<file path="src/rtl/conv_window_fetch.sv">
// conv_window_fetch: scans a row-major image from the pixel memory and streams 3x3 stride-1 windows.
// Define ZERO_PAD_EN for same-padding (one window per pixel, centre coordinates); default is valid-only.
module conv_window_fetch #(
    parameter int DATA_WIDTH = 24,
    parameter int IMG_W      = 64,
    parameter int IMG_H      = 64,
    parameter int BASE_ADDR  = 0
) (
    input  logic                    clk,
    input  logic                    reset,
    input  logic                    start,
    output logic                    busy,
    output logic                    done,
    output logic [13:0]             rd_addr,
    input  logic [DATA_WIDTH-1:0]   rd_data,
    output logic                    win_valid,
    input  logic                    win_ready,
    output logic [9*DATA_WIDTH-1:0] win_data,
    output logic [7:0]              win_row,
    output logic [7:0]              win_col
);

`ifdef ZERO_PAD_EN
    localparam logic signed [9:0] R_FIRST = -10'sd1;
    localparam logic signed [9:0] R_LAST  = 10'(IMG_H - 2);
    localparam logic signed [9:0] C_FIRST = -10'sd1;
    localparam logic signed [9:0] C_END   = 10'(IMG_W + 1);
    localparam logic signed [9:0] ROW_OFS = 10'sd1;
    localparam logic signed [9:0] COL_OFS = -10'sd1;
    localparam logic signed [9:0] IMG_W_S = 10'(IMG_W);
    localparam logic signed [9:0] IMG_H_S = 10'(IMG_H);
`else
    localparam logic signed [9:0] R_FIRST = 10'sd0;
    localparam logic signed [9:0] R_LAST  = 10'(IMG_H - 3);
    localparam logic signed [9:0] C_FIRST = 10'sd0;
    localparam logic signed [9:0] C_END   = 10'(IMG_W);
    localparam logic signed [9:0] ROW_OFS = 10'sd0;
    localparam logic signed [9:0] COL_OFS = -10'sd2;
`endif

    typedef enum logic [1:0] {
        ST_IDLE  = 2'd0,
        ST_FETCH = 2'd1,
        ST_CAPT  = 2'd2,
        ST_OUT   = 2'd3
    } state_t;

    state_t                  state_r;
    state_t                  state_s;
    logic [1:0]              k_r;
    logic [1:0]              k_s;
    logic signed [9:0]       row_r;
    logic signed [9:0]       row_s;
    logic signed [9:0]       col_r;
    logic signed [9:0]       col_s;
    logic                    last_s;
    logic                    clear_s;
    logic                    load_win_s;
    logic signed [9:0]       tap_row_s;
    logic                    tap_in_s;
    logic [13:0]             fetch_addr_s;
    logic [DATA_WIDTH-1:0]   cap_val_s;
    logic [DATA_WIDTH-1:0]   col_new_s [3];
    logic                    tap_zero_r;
    logic                    cap_en_r;
    logic [1:0]              cap_idx_r;
    logic                    cap_zero_r;
    logic [DATA_WIDTH-1:0]   tap0_r;
    logic [DATA_WIDTH-1:0]   tap1_r;

    // FSM state register
    always_ff @(posedge clk) begin
        if (reset) begin
            state_r <= ST_IDLE;
        end else begin
            state_r <= state_s;
        end
    end

    // Next-state and scan-position logic
    always_comb begin
        state_s = state_r;
        k_s     = k_r;
        row_s   = row_r;
        col_s   = col_r;
        last_s  = 1'b0;
        clear_s = 1'b0;
        case (state_r)
            ST_IDLE: begin
                if (start) begin
                    state_s = ST_FETCH;
                    k_s     = 2'd0;
                    row_s   = R_FIRST;
                    col_s   = C_FIRST;
                    clear_s = 1'b1;
                end else begin
                    state_s = ST_IDLE;
                end
            end
            ST_FETCH: begin
                if (k_r == 2'd2) begin
                    state_s = ST_CAPT;
                end else begin
                    k_s = k_r + 2'd1;
                end
            end
            ST_CAPT: begin
                // a window exists once three columns of the current row are loaded
                if (col_r >= C_FIRST + 10'sd2) begin
                    state_s = ST_OUT;
                end else begin
                    state_s = ST_FETCH;
                    k_s     = 2'd0;
                    col_s   = col_r + 10'sd1;
                end
            end
            ST_OUT: begin
                if (win_ready) begin
                    if (col_r + 10'sd1 < C_END) begin
                        state_s = ST_FETCH;
                        k_s     = 2'd0;
                        col_s   = col_r + 10'sd1;
                    end else if (row_r + 10'sd1 <= R_LAST) begin
                        state_s = ST_FETCH;
                        k_s     = 2'd0;
                        row_s   = row_r + 10'sd1;
                        col_s   = C_FIRST;
                        clear_s = 1'b1;
                    end else begin
                        state_s = ST_IDLE;
                        last_s  = 1'b1;
                    end
                end else begin
                    state_s = ST_OUT;
                end
            end
            default: begin
                state_s = ST_IDLE;
            end
        endcase
    end

    // Output decode: fetch address, tap range test and captured column
    always_comb begin
        tap_row_s    = row_s + $signed({8'd0, k_s});
`ifdef ZERO_PAD_EN
        tap_in_s     = (tap_row_s >= 10'sd0) && (tap_row_s < IMG_H_S) &&
                       (col_s >= 10'sd0) && (col_s < IMG_W_S);
`else
        tap_in_s     = 1'b1;
`endif
        fetch_addr_s = 14'(BASE_ADDR) + 14'($unsigned(tap_row_s)) * 14'(IMG_W) +
                       14'($unsigned(col_s));
        load_win_s   = (state_r == ST_CAPT) && (state_s == ST_OUT);
        if (cap_zero_r) begin
            cap_val_s = {DATA_WIDTH{1'b0}};
        end else begin
            cap_val_s = rd_data;
        end
        col_new_s[0] = tap0_r;
        col_new_s[1] = tap1_r;
        col_new_s[2] = cap_val_s;
    end

    // Scan counters, read address and one-cycle read-data capture pipeline
    always_ff @(posedge clk) begin
        if (reset) begin
            k_r        <= 2'd0;
            row_r      <= 10'sd0;
            col_r      <= 10'sd0;
            rd_addr    <= 14'd0;
            tap_zero_r <= 1'b0;
            cap_en_r   <= 1'b0;
            cap_idx_r  <= 2'd0;
            cap_zero_r <= 1'b0;
            tap0_r     <= {DATA_WIDTH{1'b0}};
            tap1_r     <= {DATA_WIDTH{1'b0}};
        end else begin
            k_r   <= k_s;
            row_r <= row_s;
            col_r <= col_s;
            // suppressed (out-of-image) taps leave the address untouched
            if ((state_s == ST_FETCH) && tap_in_s) begin
                rd_addr <= fetch_addr_s;
            end
            tap_zero_r <= ~tap_in_s;
            cap_en_r   <= (state_r == ST_FETCH);
            cap_idx_r  <= k_r;
            cap_zero_r <= tap_zero_r;
            if (cap_en_r && (cap_idx_r == 2'd0)) begin
                tap0_r <= cap_val_s;
            end
            if (cap_en_r && (cap_idx_r == 2'd1)) begin
                tap1_r <= cap_val_s;
            end
        end
    end

    // Window shift register and stream/status outputs
    always_ff @(posedge clk) begin
        if (reset) begin
            win_data  <= {(9*DATA_WIDTH){1'b0}};
            win_valid <= 1'b0;
            win_row   <= 8'd0;
            win_col   <= 8'd0;
            busy      <= 1'b0;
            done      <= 1'b0;
        end else begin
            if (clear_s) begin
                win_data <= {(9*DATA_WIDTH){1'b0}};
            end else if (cap_en_r && (cap_idx_r == 2'd2)) begin
                for (int i = 0; i < 3; i++) begin
                    win_data[(3*i)*DATA_WIDTH   +: DATA_WIDTH] <= win_data[(3*i+1)*DATA_WIDTH +: DATA_WIDTH];
                    win_data[(3*i+1)*DATA_WIDTH +: DATA_WIDTH] <= win_data[(3*i+2)*DATA_WIDTH +: DATA_WIDTH];
                    win_data[(3*i+2)*DATA_WIDTH +: DATA_WIDTH] <= col_new_s[i];
                end
            end
            if (load_win_s) begin
                win_row <= 8'(row_r + ROW_OFS);
                win_col <= 8'(col_r + COL_OFS);
            end
            win_valid <= (state_s == ST_OUT);
            busy      <= (state_s != ST_IDLE);
            done      <= last_s;
        end
    end

endmodule

</file>
<file path="config.mk">
export PLATFORM = sky130hd
export DESIGN_NAME = conv_window_fetch
export DESIGN_NICKNAME = d
export VERILOG_FILES = /design/src/rtl/conv_window_fetch.sv
export SDC_FILE = /design/constraint.sdc
export NUM_CORES = 1
export LEC_CHECK = 0
export CORE_MARGIN = 1.5
export CORE_UTILIZATION = 30
export CTS_CLUSTER_DIAMETER = 80
export CTS_CLUSTER_SIZE = 8
export DETAILED_ROUTE_END_ITERATION = 8
export PLACE_DENSITY_LB_ADDON = 0.25
export SYNTH_ARGS = -nofsm -noshare
export SYNTH_HDL_FRONTEND = slang
export SYNTH_SLANG_ARGS = --single-unit
</file>
<file path="constraint.sdc">
create_clock -name clk -period 8.7 [get_ports clk]
set_input_delay 1.305 -clock clk [delete_from_list [all_inputs] [get_ports clk]]
set_output_delay 1.305 -clock clk [all_outputs]
set_load 0.005 [all_outputs]
</file>
==> results of run 1 <==
-- layout make-up --
cell class              count  share of cell area, %
multi-input cells        1125                   32.5
clock buffers              49                   7.13
inverters                  17                  0.381
clock inverters             6                  0.403
diodes                      2                 0.0299
repair buffers            282                   16.9
well taps                 532                   3.97
flip-flops and latches    324                   38.7
-- power by group --
group	internal, mW	switching (mW)
sequential	1.50	0.00547
combinational	0.0355	0.0730
clock	0.964	0.646
total	2.50	0.724
-- worst register-to-register path: cells and delay by family, from the launching register on --
family,cells,cell delay [ns]
compound gates,6,1.94
fa+ha+maj,4,1.45
simple gates,4,0.73
flops,1,0.50
xor+xnor,1,0.16
buf+inv,2,0.11
-- synthesized netlist by cell type, types with 5 or more instances --
cell type,number
a211oi_1,18
a31oi_1,6
inv_1,17
a22oi_1,6
nor2b_1,13
and3_1,5
buf_2,5
mux2i_1,5
a21oi_1,291
xor2_1,5
clkbuf_1,94
ha_1,18
buf_1,5
nand2_1,573
o21ai_0,16
or2_2,9
xnor2_1,13
nand3_1,10
buf_6,7
dfxtp_1,324
nor2_1,66
nor3_1,6
-- routing by layer --
layer / global-route usage (%) / vias to the layer above
met5: 0 / -
met4: 6.24 / 0
met3: 3.99 / 75
met2: 27.5 / 329
met1: 22.0 / 5143
li1: - / 5607
-- path summary, 6_finish.rpt --
| kind | slack [ns] | to | depth (start not counted) | start |
|---|---|---|---|---|
| max | 3.61 | rd_addr[12]$_SDFFE_PP0N_ | 17 | row_r[0]$_SDFF_PP0_ |
| min reg2reg | 0.44 | win_data[67]$_SDFFE_PP0P_ | 2 | tap0_r[19]$_SDFFE_PP0P_ |
| max reg2reg | 3.61 | rd_addr[12]$_SDFFE_PP0N_ | 17 | row_r[0]$_SDFF_PP0_ |
| min | 0.44 | win_data[67]$_SDFFE_PP0P_ | 2 | tap0_r[19]$_SDFFE_PP0P_ |
-- stage by stage --
| step | hold WS [ns] | instances | area (um^2) | worst slack (ns) | utilization, % |
|---|---|---|---|---|---|
| after global placement | 0.442 | 2280 | 15500 | 3.30 | 37.8 |
| final | 0.442 | 2337 | 16700 | 3.61 | 40.9 |
| after detailed placement | 0.445 | 2280 | 15500 | 3.22 | 37.8 |
| after global routing | 0.464 | 2337 | 16700 | 3.18 | 40.9 |
| after CTS | 0.451 | 2335 | 16700 | 3.66 | 40.9 |
| after floorplan | 0.432 | 1581 | 12500 | 4.35 | - |
-- sequential cells by signal, indices dropped and copies added, names as in the netlist --
signal and flops:
win_data 216, win_row 8, tap0_r 24, win_valid 1
row_r 10, done 1, cap_idx_r 2, win_col 8
cap_en_r 1, rd_addr 14, state_r 2, k_r 2
col_r 10, busy 1, tap1_r 24
-- logic make-up (layout without fill, tap and decap cells) --
logic type	Yosys count	in the layout	share of synthesized area, %
AO/OA/AOI/OAI	366	366	16.2
XOR/XNOR	19	19	1.39
adder cells (fa/ha/maj)	20	20	2.13
buffers and inverters	132	354	4.58
flip-flops	324	324	52.0
multiplexers	5	5	0.401
other	0	2	0
AND/OR/NAND/NOR	715	715	23.3
==> flow_summary.json, run 1 <==
{
  "status": "completed",
  "maxCapViolCount": 0,
  "fin_setup_tns_ns": 0,
  "start_util_pct": 30.5,
  "cts_buffer_depth": 3,
  "top_layer_used": "met4",
  "ctsHoldBuffers": 0,
  "grt_max_degree": 217,
  "rsz0062_at_grt": "false",
  "crit_fanout": 13,
  "multi_input_area_um2": 5440,
  "worstMarginPinSlew_ns": 1.08,
  "vias": 11200,
  "clock_latency_ns": 0.57,
  "clk_pin_slew_worst_paths_ns": 0.05,
  "crit_required_ns": 9.09,
  "synth_edf_count": 0,
  "drc": 0,
  "dieArea_um2": 42800,
  "ioPinCount": 277,
  "drive_gt1_share_pct": 5.05,
  "root_buffer": "clkbuf_16",
  "postSynthAreaPerCell_um2": 7.89,
  "power.total_mw": 3.22,
  "netlist_area_um2": 12500,
  "peakVddDrop_mv": 0.110,
  "track_usage_pct": 17.0,
  "drv_slew": 0,
  "wl_met1_um": 16500,
  "layout_commonest_cell": "nand2_1",
  "path_buf_inv": 2,
  "synth.area.top_cells": "dfxtp_1 52%, nand2_1 17%, a21oi_1 12%",
  "post-dp-hpwl_um": 24900,
  "layout_common_cells": "573 x nand2_1, 324 x dfxtp_1, 291 x a21oi_1",
  "cp.arrival_ns": 5.48,
  "grt_pass1_vias": 10300,
  "fillers": 4188,
  "power.density_nw_per_um2": 192,
  "ys_warn_count": 0,
  "final_nets": 1845,
  "synth-seq-cells": 324,
  "hp-class": "register to register",
  "min_period_over_period_pct": 58.5,
  "wirelength_um": 37500,
  "routed-wl-met3_um": 2240,
  "grt_pass1_wl_um": 57500,
  "drtIter0Drc": 823,
  "cts_tree": "done",
  "numCtsBuffers": 47,
  "wl_per_cell_um": 16.1,
  "synth_top_cell_area_share_pct": 52.0,
  "vias_per_cell": 4.77,
  "period_needed_ns": 5.09,
  "ant_nets": 0,
  "cts_max_level": 2,
  "die_w_um": 207,
  "synthToLayoutAreaGrowth_pct": 34.3,
  "cts_resized": 0,
  "gp_congestion": 0.850,
  "max_freq_mhz": 197,
  "cts.sinks": 324,
  "finalSetupViolCount": 0,
  "cpPeakStageDelay_ns": 0.76,
  "grt_overflow": 0,
  "cp-end-kind": "register",
  "synth_ff_type": "dfxtp_1",
  "core_um2": 40900,
  "hold_viol": 0,
  "port_buffers": 276,
  "fp.dieH_um": 207,
  "std_cell_rows": 74,
  "regArea_um2": 6490,
  "synthArstFlopShare_pct": 0,
  "critPathSlowestCell": "a221oi_2",
  "p_leak_nw": 5.48,
  "antenna_found_initial": 2,
  "slew_headroom_pct": 27.9,
  "netlist_instances": 1581,
  "yosysSeqAreaShare_pct": 52.0,
  "dr.pass1.iters": 5,
  "crit_family": "compound AO/OA/AOI/OAI gates",
  "crit_chain": "ha_1 -> and3_1 -> nand3_1 -> a221o_1 -> a221oi_2 -> nand2_1 -> o21ai_0 -> ha_1 -> inv_1 -> fa_1 -> inv_1 -> fa_1 -> a21o_1 -> a21oi_1 -> nand3b_1 -> xor2_1 -> a211oi_1",
  "synth_nets": 1629,
  "yosys.cell_types.count": 61,
  "worstSetupPathType": "register to register",
  "route.met2.wl_um": 17600,
  "fin_skew_ns": 0.0200,
  "start_kind": "register",
  "cts_setup_buffers": 0,
  "yosysTopAreaCell": "dfxtp_1"
}
(Power assumes the default switching activity.)
==> run 2, diff against run 1 <==
==> constraint.sdc (replaced) <==
create_clock -name clk -period 4.31 [get_ports clk]
set_input_delay 0.6465 -clock clk [delete_from_list [all_inputs] [get_ports clk]]
set_output_delay 0.6465 -clock clk [all_outputs]
set_load 0.005 [all_outputs]
==> run 2 against run 1 <==
Effect of this change:
- sequential share of layout area fell by 1.3 points
- critical path type unchanged
- fmax rose by 25%
- worst hold slack lost 0.0051 ns
- design area is 3.7% higher
- clock skew is 0.013 ns higher
- critical path depth is 5 higher
- setup slack lost 3.4 ns
- combinational power grew 120%
- clock power up 110%
- first-iteration DRC count rose by 15%
- via count rose by 1.3%
- die area unchanged
==> flow_summary.json, run 2 (same netlist as run 1, synthesis figures left out) <==
{
  "status": "completed",
  "std_cell_rows": 74,
  "power.total_mw": 6.61,
  "gp_congestion": 0.873,
  "grt_pass1_wl_um": 58700,
  "largest_reg_flops": 216,
  "drc": 0,
  "start_util_pct": 30.5,
  "p_leak_nw": 5.78,
  "clk_pin_slew_worst_paths_ns": 0.06,
  "grt_max_degree": 149,
  "cts.sinks": 324,
  "period_needed_ns": 4.08,
  "crit_family": "compound AO/OA/AOI/OAI gates",
  "start_kind": "register",
  "drv_slew": 0,
  "hold_viol": 0,
  "grt_overflow": 0,
  "numCtsBuffers": 47,
  "grt_pass1_vias": 10500,
  "ctsHoldBuffers": 0,
  "clock_latency_ns": 0.59,
  "core_um2": 40900,
  "peakVddDrop_mv": 0.253,
  "max_freq_mhz": 245,
  "die_w_um": 207,
  "vias_per_cell": 4.74,
  "antenna_found_initial": 2,
  "synthToLayoutAreaGrowth_pct": 39.2,
  "slew_headroom_pct": 32.0,
  "power.density_nw_per_um2": 381,
  "fin_skew_ns": 0.0332,
  "cts_tree": "done",
  "ioPinCount": 277,
  "clkPwrFrac_pct": 50.6,
  "top_register": "win_data",
  "finalSetupViolCount": 0,
  "root_buffer": "clkbuf_16",
  "worstMarginPinSlew_ns": 1.02,
  "dieArea_um2": 42800,
  "dr.pass1.iters": 6,
  "p_int_mw": 5.12,
  "power_frac_comb_pct": 3.5,
  "post-dp-hpwl_um": 26500,
  "fin_setup_tns_ns": 0,
  "worstSetupPathType": "register to register",
  "cp.arrival_ns": 4.59,
  "final_nets": 1894,
  "wirelength_um": 38600,
  "crit_fanout": 4,
  "path_buf_inv": 5,
  "cp-end-kind": "register",
  "drtIter0Drc": 945,
  "crit_chain": "buf_4 -> inv_1 -> ha_2 -> a2111oi_4 -> a221o_1 -> nand2_2 -> o21ai_2 -> inv_1 -> o21ai_2 -> a22oi_2 -> o21ai_2 -> ha_2 -> inv_1 -> fa_2 -> inv_1 -> ha_1 -> a21o_1 -> a21oi_1 -> o21bai_1 -> nand4_1 -> xnor2_2 -> a211oi_2",
  "wl_per_cell_um": 16.2,
  "crit_top_cell": "inv_1",
  "layout_common_cells": "571 x nand2_1, 320 x dfxtp_1, 288 x a21oi_1",
  "power_frac_seq_pct": 45.9,
  "switching_share_pct": 22.7,
  "crit_required_ns": 4.81,
  "port_buffers": 276,
  "cts_buffer_depth": 3,
  "cpPeakStageDelay_ns": 0.51,
  "drive_gt1_share_pct": 8.97,
  "cts_max_level": 2,
  "whs_ns": 0.437,
  "maxCapViolCount": 0,
  "reg_top3": "win_data: 216 flops, tap0_r: 24 flops, tap1_r: 24 flops",
  "fp.dieH_um": 207,
  "p_switching_mw": 1.50,
  "layout_commonest_cell": "nand2_1",
  "ant_nets": 0,
  "critPathSlowestCell": "fa_2",
  "vias": 11300,
  "hp-class": "register to register",
  "track_usage_pct": 17.5,
  "min_period_over_period_pct": 94.7
}
[run 2: power groups by stage]
stage / registers (mW) / clock network [mW] / logic [mW]
6_report: 3.03 / 3.35 / 0.235
2_1_floorplan: 3.09 / 0 / 0.127
5_1_grt: 3.03 / 3.59 / 0.256
4_1_cts: 3.03 / 3.46 / 0.236
3_5_place_dp: 3.09 / 0 / 0.235
3_3_place_gp: 3.09 / 0 / 0.235
[run 2: through the flow]
| step | worst slack, ns | instance area (um^2) | utilization [%] | instances |
|---|---|---|---|---|
| global placement | 0.0466 | 15900 | 38.8 | 2325 |
| detailed placement | -0.00158 | 15900 | 38.8 | 2325 |
| global route | -0.0343 | 17400 | 42.4 | 2385 |
| finish | 0.226 | 17400 | 42.4 | 2385 |
| floorplan | 0.0407 | 12500 | - | 1581 |
| CTS | 0.00262 | 17200 | 42.0 | 2379 |
[run 2: path summary, 6_finish.rpt]
check        depth (start not counted)                    start                   endpoint  slack [ns]
max                                 22      row_r[1]$_SDFF_PP0_   rd_addr[13]$_SDFFE_PP0N_        0.23
min                                  2  tap0_r[16]$_SDFFE_PP0P_  win_data[64]$_SDFFE_PP0P_        0.44
max reg2reg                         22      row_r[1]$_SDFF_PP0_   rd_addr[13]$_SDFFE_PP0N_        0.23
min reg2reg                          2  tap0_r[16]$_SDFFE_PP0P_  win_data[64]$_SDFFE_PP0P_        0.44
[run 2: timing repair]
action                     in CTS  in global routing
pin swaps                       0                 16
buffers inserted                0                  5
gates resized for setup         3                 35
setup endpoints to repair       1                  6
[run 2: metal layers]
metal	global-route usage, %	wire length (um)
met4	6.73	1260
met2	28.8	18300
met1	22.1	17000
met3	4.02	2100
met5	0	0
[run 2: final cells by class]
| type | count | area, um^2 |
|---|---|---|
| Clock inverter | 5 | 114 |
| Inverter | 17 | 63.8 |
| Antenna cell | 2 | 5.00 |
| Fill cell | 4150 | 23600 |
| Multi-Input combinational cell | 1125 | 5580 |
| Clock buffer | 49 | 1190 |
| Timing Repair Buffer | 331 | 3250 |
| Sequential cell | 324 | 6490 |
| Tap cell | 532 | 666 |
[run 2: worst register-to-register path, delay by kind of cell (launching register included)]
family                     cells  cell delay, ns
DFF                            1            0.35
and+or+nand+nor                2            0.26
adders and majority gates      4            1.15
AOI/OAI and AO/OA             10            1.70
xor gates and xnor gates       1            0.18
buffers and inverters          5            0.36
==> run 3, diff against run 2 <==
--- a/config.mk
+++ b/config.mk
@@ -5,12 +5,12 @@
 export SDC_FILE = /design/constraint.sdc
 export NUM_CORES = 1
 export LEC_CHECK = 0
-export CORE_MARGIN = 1.5
 export CORE_UTILIZATION = 30
 export CTS_CLUSTER_DIAMETER = 80
 export CTS_CLUSTER_SIZE = 8
 export DETAILED_ROUTE_END_ITERATION = 8
 export PLACE_DENSITY_LB_ADDON = 0.25
+export SLEW_MARGIN = 15
 export SYNTH_ARGS = -nofsm -noshare
 export SYNTH_HDL_FRONTEND = slang
 export SYNTH_SLANG_ARGS = --single-unit
==> run 3 against run 2 <==
Effect of this change:
- power down 1.9%
- critical path depth down 1
- register-to-register slack better by 0.02 ns
- design area down 0.17%
- critical path type unchanged
- largest cell class unchanged
- largest power group unchanged
- highest routed layer unchanged
==> flow_summary.json, run 3 (same netlist as run 1, synthesis figures left out) <==
{
  "dieArea_um2": 42400,
  "switching_share_pct": 22.5,
  "rsz0062_at_grt": "false",
  "worstSetupPathType": "register to register",
  "std_cell_rows": 74,
  "dr.pass1.iters": 5,
  "root_buffer": "clkbuf_16",
  "numCtsBuffers": 46,
  "wirelength_um": 38500,
  "dpl_worst_slack_ns": -0.185,
  "worstMarginPinSlew_ns": 0.958,
  "place_inst": 2331,
  "cts_tree": "done",
  "synthToLayoutAreaGrowth_pct": 39.0,
  "ioPinCount": 277,
  "p_switching_mw": 1.46,
  "cp-end-kind": "register",
  "layout_commonest_cell": "nand2_1",
  "drc": 0,
  "period_needed_ns": 4.06,
  "fp.dieH_um": 206,
  "power_frac_seq_pct": 46.7,
  "finalSetupViolCount": 0,
  "cp.arrival_ns": 4.54,
  "antenna_found_initial": 3,
  "wl_per_cell_um": 16.1,
  "top_register": "win_data",
  "peakVddDrop_mv": 0.299,
  "slew_headroom_pct": 36.1,
  "vias": 11200,
  "power.density_nw_per_um2": 374,
  "start_util_pct": 30.5,
  "core_um2": 40900,
  "min_period_over_period_pct": 94.2,
  "power_frac_comb_pct": 3.7,
  "layout_common_cells": "570 x nand2_1, 316 x dfxtp_1, 288 x a21oi_1",
  "clk_pin_slew_worst_paths_ns": 0.05,
  "hp-class": "register to register",
  "power.total_mw": 6.49,
  "final_nets": 1895,
  "max_freq_mhz": 246,
  "status": "completed",
  "p_int_mw": 5.03,
  "drv_slew": 0,
  "worst_slack_ns": 0.249,
  "p_leak_nw": 5.77,
  "clkPwrFrac_pct": 49.5,
  "track_usage_pct": 17.6,
  "cts.sinks": 324,
  "grt_overflow": 0,
  "drive_gt1_share_pct": 9.19,
  "gp_congestion": 0.811,
  "maxCapViolCount": 0,
  "drtIter0Drc": 663,
  "ant_nets": 0,
  "reg_top3": "win_data: 216 flops, tap0_r: 24 flops, tap1_r: 24 flops",
  "hold_viol": 0,
  "cts_max_level": 2,
  "port_buffers": 276,
  "vias_per_cell": 4.71,
  "clock_latency_ns": 0.58,
  "crit_required_ns": 4.79,
  "cts_buffer_depth": 3,
  "start_kind": "register",
  "grt_pass1_vias": 10500,
  "crit_fanout": 4,
  "fin_skew_ns": 0.0277,
  "largest_reg_flops": 216,
  "fin_cells": 2386,
  "grt_max_degree": 149,
  "whs_ns": 0.442,
  "post-dp-hpwl_um": 26600,
  "grt_pass1_wl_um": 58500,
  "die_w_um": 206
}
==> run 3: changes by cell type in the layout (fill, tap and decap cells not counted), moves of 2 or more <==
cell,delta
o21ai_2,-2
dfxtp_2,+4
o21ai_1,+2
diode_2,+2
buf_12,+2
dfxtp_1,-4
==> run 3: what timing repair did <==
action,in CTS,in global routing
setup buffers,0,1
setup endpoints to repair,5,6
pin swaps,0,14
cloned,0,0
hold buffers,0,0
resized for setup,5,37
==> run 3: worst max-delay path: stages (launching register included) <==
cell,delay (ns)
dfxtp_4,0.35
ha_2,0.19
and2_1,0.19
a311oi_2,0.24
a311oi_2,0.10
buf_4,0.17
and2_1,0.17
o21ai_2,0.13
inv_1,0.06
o21ai_2,0.17
a22oi_1,0.09
nor2_1,0.17
a21oi_2,0.06
buf_4,0.16
fa_1,0.55
inv_2,0.05
fa_2,0.35
a21o_1,0.20
a21oi_2,0.17
nand3b_1,0.14
xor2_1,0.07
a211oi_1,0.21
==> run 3: area by class of cell <==
| cell class | instances | area [um^2] |
|---|---|---|
| Antenna cell | 4 | 10.0 |
| Clock buffer | 48 | 1180 |
| Clock inverter | 3 | 58.8 |
| Fill cell | 4238 | 23600 |
| Inverter | 17 | 63.8 |
| Multi-Input combinational cell | 1125 | 5570 |
| Sequential cell | 324 | 6500 |
| Tap cell | 532 | 666 |
| Timing Repair Buffer | 333 | 3290 |
==> run 3: power groups by stage <==
stage | combinational (mW) | sequential (mW) | clock, mW
after global routing | 0.264 | 3.03 | 3.45
final | 0.242 | 3.03 | 3.22
after global placement | 0.245 | 3.09 | 0
after CTS | 0.246 | 3.03 | 3.34
after floorplan | 0.127 | 3.09 | 0
after detailed placement | 0.245 | 3.09 | 0
==> run 3: per-layer routing <==
metal  GRT usage, %  vias up  wire length (um)
met5              0        -                 0
met4           7.59        0              1170
met3           3.34       62              1820
met2           28.6      246             18500
met1           22.5     5208             16900
li1               -     5715                 -
==> run 3: path summary, 6_finish.rpt <==
path | depth (start not counted) | slack (ns) | startpoint | end
max | 21 | 0.25 | col_r[1]$_SDFF_PP0_ | rd_addr[12]$_SDFFE_PP0N_
min | 2 | 0.44 | tap0_r[21]$_SDFFE_PP0P_ | win_data[69]$_SDFFE_PP0P_
max reg2reg | 21 | 0.25 | col_r[1]$_SDFF_PP0_ | rd_addr[12]$_SDFFE_PP0N_
min reg2reg | 2 | 0.44 | tap0_r[21]$_SDFFE_PP0P_ | win_data[69]$_SDFFE_PP0P_
==> run 3: stage by stage <==
step | utilization [%] | cell area, um^2 | setup TNS [ns]
2_1_floorplan | - | 12500 | 0
3_3_place_gp | 39.0 | 15900 | -0.245
3_5_place_dp | 39.0 | 15900 | -0.435
4_1_cts | 42.0 | 17200 | 0
5_1_grt | 42.4 | 17300 | 0
6_report | 42.4 | 17300 | 0
